### src/rtl/sdram_arbiter_if.sv
// Bundle of requester-side and controller-side signals for sdram_arbiter.
// The slave modport is the arbiter's view; master is the environment (requesters + controller).
interface sdram_arbiter_if #(
  parameter int unsigned NPORTS = 2
);
  logic [NPORTS-1:0]    s_req;
  logic [NPORTS-1:0]    s_we;
  logic [NPORTS*24-1:0] s_addr;
  logic [NPORTS*16-1:0] s_wdata;
  logic [NPORTS-1:0]    s_ack;
  logic [15:0]          s_rdata;
  logic [NPORTS-1:0]    s_grant;
  logic [23:0]          mem_addr;
  logic [15:0]          mem_wdata;
  logic                 mem_read_req;
  logic                 mem_write_req;
  logic [15:0]          mem_rdata;
  logic                 mem_busy;
  logic                 mem_read_ready;

  modport slave (
    input  s_req, s_we, s_addr, s_wdata, mem_rdata, mem_busy, mem_read_ready,
    output s_ack, s_rdata, s_grant, mem_addr, mem_wdata, mem_read_req, mem_write_req
  );

  modport master (
    output s_req, s_we, s_addr, s_wdata, mem_rdata, mem_busy, mem_read_ready,
    input  s_ack, s_rdata, s_grant, mem_addr, mem_wdata, mem_read_req, mem_write_req
  );
endinterface

### src/rtl/sdram_arbiter.sv
// Arbitrates NPORTS requesters onto a single-transaction SDRAM controller handshake,
// with optional fixed priority for port 0 and round-robin among the rest.
module sdram_arbiter #(
  parameter int unsigned NPORTS = 2,
  parameter bit          PRIO0  = 1'b1
) (
  input logic            clk,
  input logic            rst,
  sdram_arbiter_if.slave bus
);
  localparam int unsigned IdxW = (NPORTS > 1) ? $clog2(NPORTS) : 1;

  typedef enum logic [1:0] {StIdle, StIssue, StWait} state_e;

  state_e            state_q;
  logic [IdxW-1:0]   ptr_q;
  logic              we_q;
  logic [NPORTS-1:0] ack_q;
  logic [NPORTS-1:0] grant_q;
  logic [15:0]       rdata_q;
  logic [23:0]       mem_addr_q;
  logic [15:0]       mem_wdata_q;
  logic              rd_req_q;
  logic              wr_req_q;

  logic [NPORTS-1:0] elig;
  logic              win_found;
  logic              win_rr;
  logic [IdxW-1:0]   win_idx;
  logic [IdxW:0]     cand;
  logic [IdxW-1:0]   ptr_next;
  logic [NPORTS-1:0] win_onehot;
  logic              win_we;
  logic [23:0]       win_addr;
  logic [15:0]       win_wdata;

  // A port is masked in its own ack cycle so a held request is not re-served twice.
  always_comb begin
    elig      = bus.s_req & ~ack_q;
    win_found = 1'b0;
    win_rr    = 1'b0;
    win_idx   = '0;
    cand      = '0;
    if (PRIO0 && elig[0]) begin
      win_found = 1'b1;
    end else begin
      for (int unsigned k = 0; k < NPORTS; k++) begin
        cand = {1'b0, ptr_q} + (IdxW+1)'(k);
        if (cand >= (IdxW+1)'(NPORTS)) begin
          cand = cand - (IdxW+1)'(NPORTS);
        end
        if (!win_found && elig[cand[IdxW-1:0]]) begin
          win_found = 1'b1;
          win_rr    = 1'b1;
          win_idx   = cand[IdxW-1:0];
        end
      end
    end
  end

  always_comb begin
    ptr_next   = (win_idx == IdxW'(NPORTS - 1)) ? '0 : win_idx + IdxW'(1);
    win_onehot = NPORTS'(1) << win_idx;
    win_we     = bus.s_we[win_idx];
    win_addr   = bus.s_addr[24*win_idx +: 24];
    win_wdata  = bus.s_wdata[16*win_idx +: 16];
  end

  always_ff @(posedge clk or posedge rst) begin
    if (rst) begin
      state_q     <= StIdle;
      ptr_q       <= '0;
      we_q        <= 1'b0;
      ack_q       <= '0;
      grant_q     <= '0;
      rdata_q     <= '0;
      mem_addr_q  <= '0;
      mem_wdata_q <= '0;
      rd_req_q    <= 1'b0;
      wr_req_q    <= 1'b0;
    end else begin
      ack_q <= '0;
      case (state_q)
        StIdle: begin
          if (!bus.mem_busy && win_found) begin
            mem_addr_q  <= win_addr;
            mem_wdata_q <= win_wdata;
            we_q        <= win_we;
            grant_q     <= win_onehot;
            rd_req_q    <= ~win_we;
            wr_req_q    <= win_we;
            if (win_rr) begin
              ptr_q <= ptr_next;
            end
            state_q <= StIssue;
          end
        end
        StIssue: begin
          if (bus.mem_busy) begin
            rd_req_q <= 1'b0;
            wr_req_q <= 1'b0;
            state_q  <= StWait;
          end
        end
        StWait: begin
          // Reads finish on the data pulse only; a bare busy drop is not completion.
          if (we_q ? !bus.mem_busy : bus.mem_read_ready) begin
            if (!we_q) begin
              rdata_q <= bus.mem_rdata;
            end
            ack_q   <= grant_q;
            grant_q <= '0;
            state_q <= StIdle;
          end
        end
        default: state_q <= StIdle;
      endcase
    end
  end

  assign bus.s_ack         = ack_q;
  assign bus.s_rdata       = rdata_q;
  assign bus.s_grant       = grant_q;
  assign bus.mem_addr      = mem_addr_q;
  assign bus.mem_wdata     = mem_wdata_q;
  assign bus.mem_read_req  = rd_req_q;
  assign bus.mem_write_req = wr_req_q;
endmodule

### src/flat_wrapper.sv
// flat-port wrapper written by rule: the top's interface ports become plain ports
module sdram_arbiter_flat 
#(
  parameter int unsigned NPORTS = 2,
  parameter bit          PRIO0  = 1'b1
)
  (clk, rst, bus_s_req, bus_s_we, bus_s_addr, bus_s_wdata, bus_mem_rdata, bus_mem_busy, bus_mem_read_ready, bus_s_ack, bus_s_rdata, bus_s_grant, bus_mem_addr, bus_mem_wdata, bus_mem_read_req, bus_mem_write_req);
  sdram_arbiter_if #(.NPORTS(NPORTS)) bus_i ();
  input logic clk;
  input logic rst;
  input wire logic [$bits(bus_i.s_req)-1:0] bus_s_req;
  input wire logic [$bits(bus_i.s_we)-1:0] bus_s_we;
  input wire logic [$bits(bus_i.s_addr)-1:0] bus_s_addr;
  input wire logic [$bits(bus_i.s_wdata)-1:0] bus_s_wdata;
  input wire logic [$bits(bus_i.mem_rdata)-1:0] bus_mem_rdata;
  input wire logic [$bits(bus_i.mem_busy)-1:0] bus_mem_busy;
  input wire logic [$bits(bus_i.mem_read_ready)-1:0] bus_mem_read_ready;
  output wire logic [$bits(bus_i.s_ack)-1:0] bus_s_ack;
  output wire logic [$bits(bus_i.s_rdata)-1:0] bus_s_rdata;
  output wire logic [$bits(bus_i.s_grant)-1:0] bus_s_grant;
  output wire logic [$bits(bus_i.mem_addr)-1:0] bus_mem_addr;
  output wire logic [$bits(bus_i.mem_wdata)-1:0] bus_mem_wdata;
  output wire logic [$bits(bus_i.mem_read_req)-1:0] bus_mem_read_req;
  output wire logic [$bits(bus_i.mem_write_req)-1:0] bus_mem_write_req;
  assign bus_i.s_req = bus_s_req;
  assign bus_i.s_we = bus_s_we;
  assign bus_i.s_addr = bus_s_addr;
  assign bus_i.s_wdata = bus_s_wdata;
  assign bus_i.mem_rdata = bus_mem_rdata;
  assign bus_i.mem_busy = bus_mem_busy;
  assign bus_i.mem_read_ready = bus_mem_read_ready;
  assign bus_s_ack = bus_i.s_ack;
  assign bus_s_rdata = bus_i.s_rdata;
  assign bus_s_grant = bus_i.s_grant;
  assign bus_mem_addr = bus_i.mem_addr;
  assign bus_mem_wdata = bus_i.mem_wdata;
  assign bus_mem_read_req = bus_i.mem_read_req;
  assign bus_mem_write_req = bus_i.mem_write_req;
  sdram_arbiter #(.NPORTS(NPORTS), .PRIO0(PRIO0)) u_core (.clk(clk), .rst(rst), .bus(bus_i));
endmodule
### config.mk
export PLATFORM = sky130hd
export DESIGN_NAME = sdram_arbiter_flat
export DESIGN_NICKNAME = d
export VERILOG_FILES = /design/src/rtl/sdram_arbiter_if.sv /design/src/rtl/sdram_arbiter.sv /design/src/flat_wrapper.sv
export SDC_FILE = /design/constraint.sdc
export NUM_CORES = 1
export LEC_CHECK = 0
export CAP_MARGIN = 10
export CORE_UTILIZATION = 41
export DETAILED_ROUTE_END_ITERATION = 10
export PLACE_DENSITY = 0.85
export SLEW_MARGIN = 40
export SYNTH_ARGS = -nofsm -noshare
export SYNTH_HDL_FRONTEND = slang
export SYNTH_SLANG_ARGS = --single-unit
### constraint.sdc
create_clock -name clk -period 4 [get_ports clk]
set_clock_uncertainty 0.2 [all_clocks]
set_input_delay 0.8 -clock clk [delete_from_list [all_inputs] [get_ports clk]]
set_output_delay 0.8 -clock clk [all_outputs]
set_load 0.005 [all_outputs]
; ---- Yosys cells after proc, flatten, opt, wreduce, memory -nomap -nowiden
; Cells that the tools add are included.
[totals]
latch_bits = 0
register_bits = 66
rom_bits = 0
ram_bits = 0
out_inout_bits = 62
memories = 0
[op_classes]
div = 0
reduce_logical = 13
eq_ne = 5
n_mux = 34
shift = 3
multipliers = 1
bitwise_logic = 4
order_cmp = 5
addsub = 4
[op_table]
columns = cell, n
row1 = indexed part select 48 x 7 -> 24 bit, 1
row2 = indexed part select 32 x 6 -> 16 bit, 1
row3 = two-way mux 1 bit, 24
row4 = AND reduction 3 bit, 5
row5 = two-way mux 2 bit, 6
row6 = "< comparator 1 x 2 -> 1 bit, second input constant", 3
row7 = case mux 2 bit (3 select lines), 1
row8 = "!= test 2 x 1 -> 1 bit, second input constant", 2
row9 = case mux 1 bit (2 select lines), 2
row10 = case mux 2 bit (2 select lines), 1
row11 = nonzero test 2 bit, 2
row12 = "multiplier 2 x 1 -> 3 bit, first input constant", 1
row13 = "adder 1 x 1 -> 2 bit, second input constant", 1
row14 = AND 2 bit, 1
row15 = "== test 2 x 1 -> 1 bit, second input constant", 1
row16 = "== test 2 bit, second input constant", 1
row17 = "greater-or-equal comparator 1 x 2 -> 1 bit, second input constant", 1
row18 = "greater-or-equal comparator 2 bit, second input constant", 1
row19 = logical AND 1 bit, 2
row20 = logical NOT 1 bit, 2
row21 = logical NOT 2 bit, 1
row22 = "!= test 2 bit, second input constant", 1
row23 = inverter 1 bit, 2
row24 = inverter 2 bit, 1
row25 = other kinds (4), 5

; ---- Logic depth before layout (Yosys ltp)
; Gate-level depths: netlist of run 1.
[logic_depth]
depth_word = 16
depth_mapped = 6
ltp_nobuf = 4

; ---- Worst setup path before layout of run 1
; No wires, ideal clock.
[synth_path]
path_type = input-to-reg
start = in bus_s_req[0]
end = reg u_core.mem_addr_q[10] (netlist: u_core.bus.mem_addr[10])
setup_slack_ps = 2057
path_buffers = 2
stages = 6
required_ps = 3668
arrival_time_ps = 1611
path_cell_list = nor2b_4 nand2b_4 buf_12 buf_6 mux2i_1 o21ai_1
[synth_via]
elab_chain_len = 11
elab_cells_between_ends = 18
[synth_rtl]
columns = item, line
row1 = "start, declared", flat_wrapper.sv:11  ; input wire logic [$bits(bus_i.s_req)-1:0] bus_s_req;
row2 = AND 2 bit (*), sdram_arbiter.sv:39  ; elig = bus.s_req & ~ack_q;
row3 = two-way mux 1 bit (not written as such) (2 in series), sdram_arbiter.sv:52  ; if (!win_found && elig[cand[IdxW-1:0]]) begin
row4 = two-way mux 1 bit, sdram_arbiter.sv:52
row5 = two-way mux 1 bit, sdram_arbiter.sv:44  ; if (PRIO0 && elig[0]) begin
row6 = logical NOT 1 bit, sdram_arbiter.sv:52
row7 = logical AND 1 bit, sdram_arbiter.sv:52
row8 = two-way mux 1 bit, sdram_arbiter.sv:52
row9 = two-way mux 1 bit, sdram_arbiter.sv:44
row10 = multiplier 2 x 1 -> 3 bit / logical AND 1 bit (equally long branches), "sdram_arbiter.sv:65, sdram_arbiter.sv:85"
row11 = indexed part select 48 x 7 -> 24 bit / AND reduction 2 bit (equally long branches), --
row12 = "end signal, assigned", sdram_arbiter.sv:86  ; mem_addr_q <= win_addr;
row13 = "end, declared", sdram_arbiter.sv:21  ; logic [23:0] mem_addr_q;
; Mark *: on every way between the ends. The rest lies on a longest branch, timed or not. The select of a mux whose other input is x is not followed.
; A chain may end at the register's enable or synchronous reset.

; ---- Worst setup path in the final report of run 1
[layout_path]
start = in bus_s_req[0]
end = reg u_core.rd_req_q (netlist: u_core.bus.mem_read_req)
[layout_via]
elab_chain_len = 14
elab_cells_between_ends = 22
[layout_rtl]
columns = item, line
row1 = AND 2 bit (*), sdram_arbiter.sv:39
row2 = two-way mux 1 bit (not written as such) (2 in series), sdram_arbiter.sv:52
row3 = two-way mux 1 bit, sdram_arbiter.sv:52
row4 = two-way mux 1 bit, sdram_arbiter.sv:44
row5 = logical NOT 1 bit, sdram_arbiter.sv:52
row6 = logical AND 1 bit, sdram_arbiter.sv:52
row7 = two-way mux 1 bit, sdram_arbiter.sv:52
row8 = two-way mux 1 bit, sdram_arbiter.sv:44
row9 = two-way mux 1 bit (not written as such) (2 in series), sdram_arbiter.sv:64  ; win_we = bus.s_we[win_idx];
row10 = inverter 1 bit, sdram_arbiter.sv:90  ; rd_req_q <= ~win_we;
row11 = two-way mux 1 bit, sdram_arbiter.sv:85  ; if (!bus.mem_busy && win_found) begin
row12 = case mux 1 bit (2 select lines), sdram_arbiter.sv:83  ; case (state_q)
row13 = "end signal, assigned", sdram_arbiter.sv:90
row14 = "end, declared", sdram_arbiter.sv:23  ; logic rd_req_q;
; Marks and branches as above.

==> metrics.md, run 1 <==
| Metric | Value |
|---|---|
| Status | finished, final reports clean |
| Post-Route WL | 7480 µm |
| Post-CTS Setup Bufs | 0 |
| Area Growth Syn to Fin | 65.0% |
| Setup TNS | 0 ns |
| Worst-path clk slew | 0.07 ns |
| Global route overflow | 0 |
| Gate Count Post-Synth | 249 |
| Leakage | 2.21 nW |
| Clock buffer depth | 2 |
| Nets | 517 |
| Startpoint type of the worst setup path | input port |
| Area fraction of the dominant cell type after synthesis | 0.555 |
| Synth top cells by count | dfrtp_1 (65), mux2i_1 (41), nand2_1 (41) |
| Post-synth ARST share | 1.00 |
| Syn Area/Cell | 11.8 µm² |
| Flops & latches, synth | 65 |
| TritonCTS buffer count | 9 |
| Final setup violation count | 0 |
| Die W | 86.6 µm |
| EDFF count, synth | 0 |
| Row count | 30 |
| Clk Latency, worst-skew pair | 0.34 ns |
| Hold-fix buffers, CTS | 0 |
| Slew margin rel. | 0.494 |
| Pin count of the biggest net entering global routing | 66 |
| Top FF cell, synth | dfrtp_1 |
| Max cap viols | 0 |
| Area of the multi-input gates | 1190 µm² |
| Syn nets | 353 |
| Setup crit end kind | register |
| Met3 WL | 534 µm |
| Register area | 1630 µm² |
| TritonRoute pass-1 iters | 4 |
| Max rail drop VDD | 296 µV |
| DP HPWL | 5590 µm |
| Die area | 7490 µm² |
| Largest area contributor in the netlist | dfrtp_1 |
| Wire per inst | 14.5 µm |
| Hold Fails Final Rpt | 0 |
| CTS tree | yes |
| Met2 wire length | 3680 µm |
| DRC | 0 |
| I/O pins | 166 |
| Diode count | 0 |
| Crit Path Max Fanout | 43 |
| Critical path required time | 4.01 ns |
| P per Cell Area | 575 nW/µm² |
| # fillers | 507 |
| First-pass GRT wire length | 11900 µm |
| Core area | 6870 µm² |
| Post-route minimum period | 2.73 ns |
| Top routing layer in use | met4 |
| Critical Path AT | 2.74 ns |
| CTS Root Cell | clkbuf_8 |
| Cts repair resizes | 0 |
| Distinct cells, synth | 30 |
| Port buffer count | 165 |
| Starting DRT DRC Count | 88 |
| Main area contributors after synthesis | dfrtp_1 (55%), mux2i_1 (14%), o21ai_1 (6.3%), mux2_2 (6.1%), nand2_1 (5.2%) |
| Final Max Slew Viols | 0 |
| H-tree Lvls | 3 |
| Synth Warn # | 0 |
| Crit path kind | input port to register |
| Slew @ Worst Pin | 0.759 ns |
| Initial antenna violation count | 0 |
| Synthesized area | 2930 µm² |
| Drt via density | 4.75 |
| Clock Sink Count | 65 |
| Met1 WL | 3060 µm |
| Total GRT Usage | 0.211 |
| Share of cells above drive strength 1 | 0.103 |
| RSZ-0062 raised after global routing | false |
| Max Clk Rate | 366 MHz |
| Fin crit share | 0.683 |
| R2r setup slk | 1.79 ns |
| Die height | 86.6 µm |
| HP Class | register to register |
| Gpl congestion | 0.752 |
| Initial Utilization | 0.427 |
| Post-synthesis sequential area ratio | 0.555 |
| Most common cell in the netlist | dfrtp_1 |
| Vias in the first global route | 2540 |
| Final ANT Viol Nets | 0 |
| Fin util | 0.704 |
| Via count | 2442 |
-- critical path, stage by stage --
cell and delay [ns]:
clkdlybuf4s50_1 0.46, nor2b_4 0.21, nand2b_4 0.62, mux2i_1 0.24, a211o_1 0.36
-- power breakdown --
| group | leakage, nW | switching [W] | internal [W] | total, W |
|---|---|---|---|---|
| Sequential | 0.806 | 0.000157 | 0.000929 | 0.00109 |
| Combinational | 1.30 | 0.000364 | 0.000718 | 0.00108 |
| Clock | 0.109 | 0.000261 | 0.000351 | 0.000612 |
| Total | 2.21 | 0.000782 | 0.00200 | 0.00278 |
-- area by class of cell --
cell class	count	area share
Sequential cell	65	0.336
Clock buffer	9	0.0256
Tap cell	96	0.0248
Inverter	1	0.000776
Multi-Input combinational cell	168	0.246
Clock inverter	7	0.0197
Timing Repair Buffer	168	0.347
-- layout by cell type, fill, tap and decap left out, drive strengths merged, types with 2 or more instances in the layout --
master	count
dfrtp	65
nand2	41
buf	3
mux2i	41
o21ai	45
and2	2
clkdlybuf4s50	165
bufinv	2
mux2	16
clkinv	4
nand3b	2
nand2b	4
clkbuf	9
nor2b	3
nor2	3
o21a	2
-- registers in the layout, summed over array words and instances, names as in the netlist --
name	count
u_core.bus.mem_addr	24
u_core.bus.mem_wdata	16
u_core.bus.s_rdata	16
u_core.bus.s_ack	2
u_core.bus.s_grant	2
u_core.state_q	2
u_core.bus.mem_read_req	1
u_core.bus.mem_write_req	1
u_core.we_q	1
-- through the flow --
stage	cell area (µm²)	power [W]	hold slack, ns	instances	setup WS, ns
2_1_floorplan	2930	0.00146	0.264	249	1.37
3_3_place_gp	4620	0.00215	0.260	498	1.04
3_5_place_dp	4620	0.00219	0.275	498	0.946
4_1_cts	4830	0.00281	0.292	514	1.29
5_1_grt	4840	0.00295	0.315	514	1.22
6_report	4840	0.00278	0.283	514	1.27
-- per-layer routing --
| metal | track usage | vias to the layer above |
|---|---|---|
| met2 | 0.363 | 113 |
| met4 | 0.0985 | 0 |
| li1 | - | 1193 |
| met1 | 0.244 | 1120 |
| met5 | 0 | - |
| met3 | 0.0600 | 16 |
-- worst paths after layout --
path / depth (start not counted) / end / start
worst max register to register: 4 / u_core.bus.mem_read_req / u_core.bus.s_ack[0]
worst min register to register: 2 / u_core.bus.mem_wdata[15] / u_core.bus.mem_wdata[15]
worst min-delay path: 2 / u_core.bus.mem_wdata[15] / u_core.bus.mem_wdata[15]
max in group asynchronous: 3 / u_core.bus.mem_addr[15] / rst
worst max-delay path: 5 / u_core.bus.mem_read_req / bus_s_req[0]
min in group asynchronous: 3 / u_core.bus.mem_addr[23] / rst
-- cells by family (layout without fill, tap and decap cells) --
logic type,count (synthesis),after routing,synth area share
DFF,65,65,0.555
and+or+nand+nor,58,58,0.0990
muxes,57,57,0.201
AOI/OAI and AO/OA,53,53,0.103
buffers and inverters,16,185,0.0414
(Power assumes the default switching activity.)
==> inputs of run 2 (changes only) <==
--- a/config.mk
+++ b/config.mk
@@ -6,9 +6,9 @@
 export NUM_CORES = 1
 export LEC_CHECK = 0
 export CAP_MARGIN = 10
-export CORE_UTILIZATION = 41
+export CORE_UTILIZATION = 38
 export DETAILED_ROUTE_END_ITERATION = 10
-export PLACE_DENSITY = 0.85
+export PLACE_DENSITY = 0.8
 export SLEW_MARGIN = 40
 export SYNTH_ARGS = -nofsm -noshare
 export SYNTH_HDL_FRONTEND = slang
==> constraint.sdc (replaced) <==
create_clock -name clk -period 2.8 [get_ports clk]
set_clock_uncertainty 0.2 [all_clocks]
set_input_delay 0.56 -clock clk [delete_from_list [all_inputs] [get_ports clk]]
set_output_delay 0.56 -clock clk [all_outputs]
set_load 0.005 [all_outputs]
==> run 2 against run 1 <==
Against the previous run:
- final cell count grew 0.97%
- routed wire length shrank 5.4%
- core utilization fell by 4.7 points
- sequential share of layout area about the same
- design area about the same
- clock power is 15% higher
- register-to-register slack got worse by 0.78 ns
- combinational power is 44% higher
- power rose by 37%
- critical path type unchanged
- critical endpoint is now u_core.we_q
- highest routed layer unchanged
==> metrics.md, run 2 (synthesis gave the netlist of run 1 again) <==
| Metric | Value |
|---|---|
| Die W | 89.8 µm |
| Cell Chain, Critical Path | clkdlybuf4s50_1 -> nor2b_4 -> nand2b_4 -> buf_12 -> mux2i_1 -> o21ai_0 |
| P per Cell Area | 785 nW/µm² |
| Total GRT Usage | 0.184 |
| Hold Fails Final Rpt | 0 |
| Most frequent cells in the layout | clkdlybuf4s50_1 (165), dfrtp_1 (65), mux2i_1 (41), nand2_1 (41), o21ai_1 (37) |
| Clock network power share | 0.185 |
| RSZ-0062 raised after global routing | false |
| Drt via density | 4.59 |
| Combinational power share | 0.407 |
| Nets | 519 |
| Gpl congestion | 0.738 |
| Commonest non-fill, non-tap cell in the layout | clkdlybuf4s50_1 |
| Critical path required time | 2.77 ns |
| WHS Path Cells | 2 |
| Setup crit start | bus_s_req[0] |
| Setup crit end kind | register |
| Clock Sink Count | 65 |
| Post-route minimum period | 2.07 ns |
| Max rail drop VDD | 334 µV |
| Post-CTS Setup Bufs | 0 |
| Die height | 89.8 µm |
| Cts repair resizes | 0 |
| Dpl ws | 0.377 ns |
| H-tree Lvls | 3 |
| DP HPWL | 5480 µm |
| Area Growth Syn to Fin | 65.2% |
| Max cap viols | 0 |
| Fin crit share | 0.739 |
| I/O pins | 166 |
| Final Max Slew Viols | 0 |
| Share of cells above drive strength 1 | 0.105 |
| Crit path kind | input port to register |
| Clk Latency, worst-skew pair | 0.32 ns |
| Pin count of the biggest net entering global routing | 50 |
| Internal | 0.00273 W |
| TritonCTS buffer count | 9 |
| Hold-fix buffers, CTS | 0 |
| CTS tree | yes |
| R2r endpoint | u_core.bus.s_rdata[7] |
| Global route overflow | 0 |
| DRC | 0 |
| Starting DRT DRC Count | 47 |
| Core area | 7370 µm² |
| Fin util | 0.657 |
| Final ANT Viol Nets | 0 |
| Port buffer count | 165 |
| Critical-path top delay cell | clkdlybuf4s50_1 |
| Wire per inst | 13.6 µm |
| Vias in the first global route | 2427 |
| Die area | 8070 µm² |
| R2R depth | 3 |
| Setup TNS | 0 ns |
| Startpoint type of the worst setup path | input port |
| Placed insts | 503 |
| Final setup violation count | 0 |
| Via count | 2382 |
| Slew @ Worst Pin | 0.662 ns |
| R2r setup slk | 1.01 ns |
| Clock buffer depth | 2 |
| # fillers | 571 |
| Leakage | 2.21 nW |
| Worst r2r src | u_core.state_q[0] |
| Hold WS | 0.280 ns |
| Net Sw Frac | 0.282 |
| Critical Path AT | 2.04 ns |
| Final worst setup slack | 0.732 ns |
| CTS Root Cell | clkbuf_8 |
| Initial antenna violation count | 0 |
| Layout Cells excl Fill | 519 |
| HP Class | register to register |
| Switching Power | 0.00107 W |
| TritonRoute pass-1 iters | 5 |
| First-pass GRT wire length | 11800 µm |
| Initial Utilization | 0.398 |
| Post-Route WL | 7070 µm |
| Max Clk Rate | 483 MHz |
| CP peak stage delay | 0.46 ns |
| Max reg flops | 24 |
| Status | finished, final reports clean |
| Diode count | 0 |
| Row count | 31 |
| Hold wc startpoint | u_core.bus.mem_wdata[15] |
| Reg power frac | 0.407 |
| Worst-path clk slew | 0.06 ns |
| Slew margin rel. | 0.558 |
| Hold Path Sink | u_core.bus.mem_wdata[15] |
| Crit Path Max Fanout | 24 |
run 2: cell count changes in the layout (fill, tap and decap cells not counted):
cell,previous run,this run
bufinv_16,2,0
buf_12,0,2
buf_4,2,3
clkinv_4,2,0
clkinv_2,2,1
clkbuf_8,9,11
buf_6,1,0
clkinvlp_4,1,3
clkbuf_1,0,1
run 2: routing by layer:
layer	track usage	wire, µm	part of all wire
met1	0.224	3080	0.44
met3	0.0533	575	0.081
met5	0	0	0
met4	0.0574	60	0.0085
met2	0.313	3360	0.47
run 2: per-stage QoR:
| stage | instance area (µm²) | power (W) |
|---|---|---|
| global route | 4840 | 0.00406 |
| floorplan | 2930 | 0.00209 |
| detailed placement | 4660 | 0.00313 |
| finish | 4840 | 0.00380 |
| global placement | 4660 | 0.00308 |
| CTS | 4840 | 0.00385 |
run 2: cell type report:
type                    instances  area (µm²)  area share
repair buffers                170        1710       0.354
inverters                       1        3.75    0.000775
clock inverters                 4        27.5     0.00568
well taps                      99         124      0.0256
multi-input cells             168        1190       0.246
clock buffers                  12         155      0.0320
flip-flops and latches         65        1630       0.336
run 2: critical path, delay by kind of cell:
kind	cells	cell delay, ns
buffers and inverters	2	0.66
multiplexers	1	0.31
AND/OR/NAND/NOR	2	0.37
AO/OA/AOI/OAI	1	0.14
run 2: how the worst max path moves through the flow:
stage,end,slack [ns],cells past startpoint
after detailed placement,u_core.we_q,0.38,6
final,u_core.we_q,0.73,6
after global routing,u_core.we_q,0.58,6
after global placement,u_core.bus.mem_addr[3],0.46,6
after CTS,u_core.we_q,0.71,6
after floorplan,u_core.bus.mem_addr[0],0.41,1
run 2: power groups by stage:
stage | sequential, W | clock, W | combinational, W
floorplan | 0.00158 | 0 | 0.000515
detailed placement | 0.00157 | 0 | 0.00157
CTS | 0.00155 | 0.000730 | 0.00157
global placement | 0.00155 | 0 | 0.00153
global route | 0.00160 | 0.000776 | 0.00168
finish | 0.00155 | 0.000704 | 0.00155
==> inputs of run 3 (changes only) <==
--- a/config.mk
+++ b/config.mk
@@ -6,9 +6,9 @@
 export NUM_CORES = 1
 export LEC_CHECK = 0
 export CAP_MARGIN = 10
-export CORE_UTILIZATION = 38
+export CORE_UTILIZATION = 35
 export DETAILED_ROUTE_END_ITERATION = 10
-export PLACE_DENSITY = 0.8
+export PLACE_DENSITY = 0.77
 export SLEW_MARGIN = 40
 export SYNTH_ARGS = -nofsm -noshare
 export SYNTH_HDL_FRONTEND = slang
==> constraint.sdc (replaced) <==
create_clock -name clk -period 1.9 [get_ports clk]
set_clock_uncertainty 0.2 [all_clocks]
set_input_delay 0.38 -clock clk [delete_from_list [all_inputs] [get_ports clk]]
set_output_delay 0.38 -clock clk [all_outputs]
set_load 0.005 [all_outputs]
==> run 3 against run 2 <==
Against the previous run:
- count of clock-buffer cells in the layout unchanged
- critical path type is now register to primary output
- power rose by 52%
- worst setup slack got worse by 0.67 ns
- final cell count rose by 1.9%
- non-clock buffer count grew 5
- combinational power increased by 50%
- die area is 8.4% higher
- clock power is 65% higher
- first-iteration DRC count is 11% higher
- routed wire length rose by 3.8%
- register-to-register slack worse by 0.76 ns
- critical endpoint is now bus_s_ack[1]
==> metrics.md, run 3 (synthesis gave the netlist of run 1 again) <==
| Metric | Value |
|---|---|
| Post-CTS Setup Bufs | 0 |
| Clock network power share | 0.200 |
| Final setup violation count | 0 |
| Diode count | 0 |
| Setup TNS | 0 ns |
| CP top delay family | buffers and inverters |
| Internal | 0.00419 W |
| Commonest non-fill, non-tap cell in the layout | clkdlybuf4s50_1 |
| Max Clk Rate | 544 MHz |
| Slew @ Worst Pin | 0.349 ns |
| Layout Cells excl Fill | 529 |
| Hold Fails Final Rpt | 0 |
| Port buffer count | 165 |
| Die area | 8750 µm² |
| Max rail drop VDD | 510 µV |
| Status | finished, final reports clean |
| Slew margin rel. | 0.767 |
| Crit path kind | register to primary output |
| DP HPWL | 5610 µm |
| R2r endpoint | u_core.bus.s_rdata[1] |
| First-pass GRT wire length | 11700 µm |
| Clock Sink Count | 65 |
| TritonCTS buffer count | 9 |
| Via count | 2483 |
| Max reg flops | 24 |
| R2R depth | 4 |
| Total GRT Usage | 0.176 |
| Combinational power share | 0.404 |
| Starting DRT DRC Count | 52 |
| TritonRoute pass-1 iters | 3 |
| Dpl ws | -0.127 ns |
| Critical Path AT | 1.26 ns |
| Most frequent cells in the layout | clkdlybuf4s50_1 (165), dfrtp_1 (65), mux2i_1 (41), nand2_1 (41), o21ai_1 (37) |
| Post-route minimum period | 1.84 ns |
| Row count | 33 |
| Gpl congestion | 0.749 |
| Initial Utilization | 0.359 |
| Critical-path top delay cell | clkdlybuf4s50_1 |
| Max cap viols | 0 |
| Final Max Slew Viols | 0 |
| Placed insts | 514 |
| CTS tree | yes |
| Startpoint type of the worst setup path | register |
| Fin crit share | 0.967 |
| Cts repair resizes | 0 |
| Post-Route WL | 7340 µm |
| Initial antenna violation count | 0 |
| CP bufs+invs | 1 |
| Crit Path Max Fanout | 2 |
| Leakage | 2.26 nW |
| Share of cells above drive strength 1 | 0.113 |
| Hold-fix buffers, CTS | 0 |
| CP peak stage delay | 0.53 ns |
| Nets | 524 |
| Die height | 93.5 µm |
| Clk Latency, worst-skew pair | 0.33 ns |
| Reg power frac | 0.396 |
| Switching Power | 0.00158 W |
| H-tree Lvls | 3 |
| Wire per inst | 13.9 µm |
| Pin count of the biggest net entering global routing | 66 |
| Clock buffer depth | 2 |
| R2r setup slk | 0.25 ns |
| I/O pins | 166 |
| Core area | 8180 µm² |
| Vias in the first global route | 2462 |
| P per Cell Area | 1170 nW/µm² |
| Setup crit end kind | primary output |
| Cell Chain, Critical Path | clkdlybuf4s50_1 |
| Critical path required time | 1.32 ns |
| RSZ-0062 raised after global routing | false |
| CTS Root Cell | clkbuf_8 |
| Drt via density | 4.69 |
| Worst r2r src | u_core.state_q[0] |
| Worst-path clk slew | 0.07 ns |
| Final ANT Viol Nets | 0 |
| Global route overflow | 0 |
| # fillers | 691 |
| HP Class | input port to async pin |
| Net Sw Frac | 0.274 |
| Die W | 93.5 µm |
| Area Growth Syn to Fin | 69.0% |
| Final worst setup slack | 0.0624 ns |
| DRC | 0 |
## run 3: routing by layer
metal,GRT usage,share of wire
met1,0.192,0.39
met2,0.307,0.50
met3,0.0650,0.095
met4,0.0756,0.016
met5,0,0
## run 3: how the worst max path moves through the flow
| stage | endpoint | start | depth (start not counted) |
|---|---|---|---|
| final | bus_s_ack[1] | u_core.bus.s_ack[1] | 1 |
| after detailed placement | u_core.bus.mem_wdata[3] | bus_s_req[0] | 6 |
| after global placement | u_core.bus.mem_addr[17] | bus_s_req[0] | 6 |
| after global routing | bus_s_ack[0] | u_core.bus.s_ack[0] | 1 |
| after CTS | bus_s_ack[0] | u_core.bus.s_ack[0] | 1 |
| after floorplan | u_core.bus.s_rdata[0] | u_core.state_q[0] | 4 |
## run 3: area by class of cell
type,count,area (µm²),share of cell area
multi-input combinational,168,1190,0.240
tap,105,131,0.0265
sequential,65,1630,0.328
clock inverter,3,40.0,0.00808
clock buffer,12,155,0.0313
inverter,1,7.51,0.00152
timing repair buffer,175,1800,0.364
## run 3: power by group through the flow
stage / clock (W) / combinational, W / sequential (W)
2_1_floorplan: 0 / 0.000759 / 0.00233
3_3_place_gp: 0 / 0.00231 / 0.00228
3_5_place_dp: 0 / 0.00236 / 0.00231
4_1_cts: 0.00120 / 0.00237 / 0.00229
5_1_grt: 0.00126 / 0.00254 / 0.00237
6_report: 0.00116 / 0.00233 / 0.00229
## run 3: worst min-delay path, delay by kind of cell
family,cells,cell delay (ns)
buffers and inverters,3,0.84
## run 3: stage by stage
stage	hold slack, ns	utilization	total power [W]	area, µm²
finish	0.283	0.606	0.00577	4950
global route	0.310	0.606	0.00617	4950
CTS	0.290	0.606	0.00586	4950
detailed placement	0.274	0.582	0.00467	4760
global placement	0.266	0.582	0.00458	4760
floorplan	0.264	-	0.00308	2940
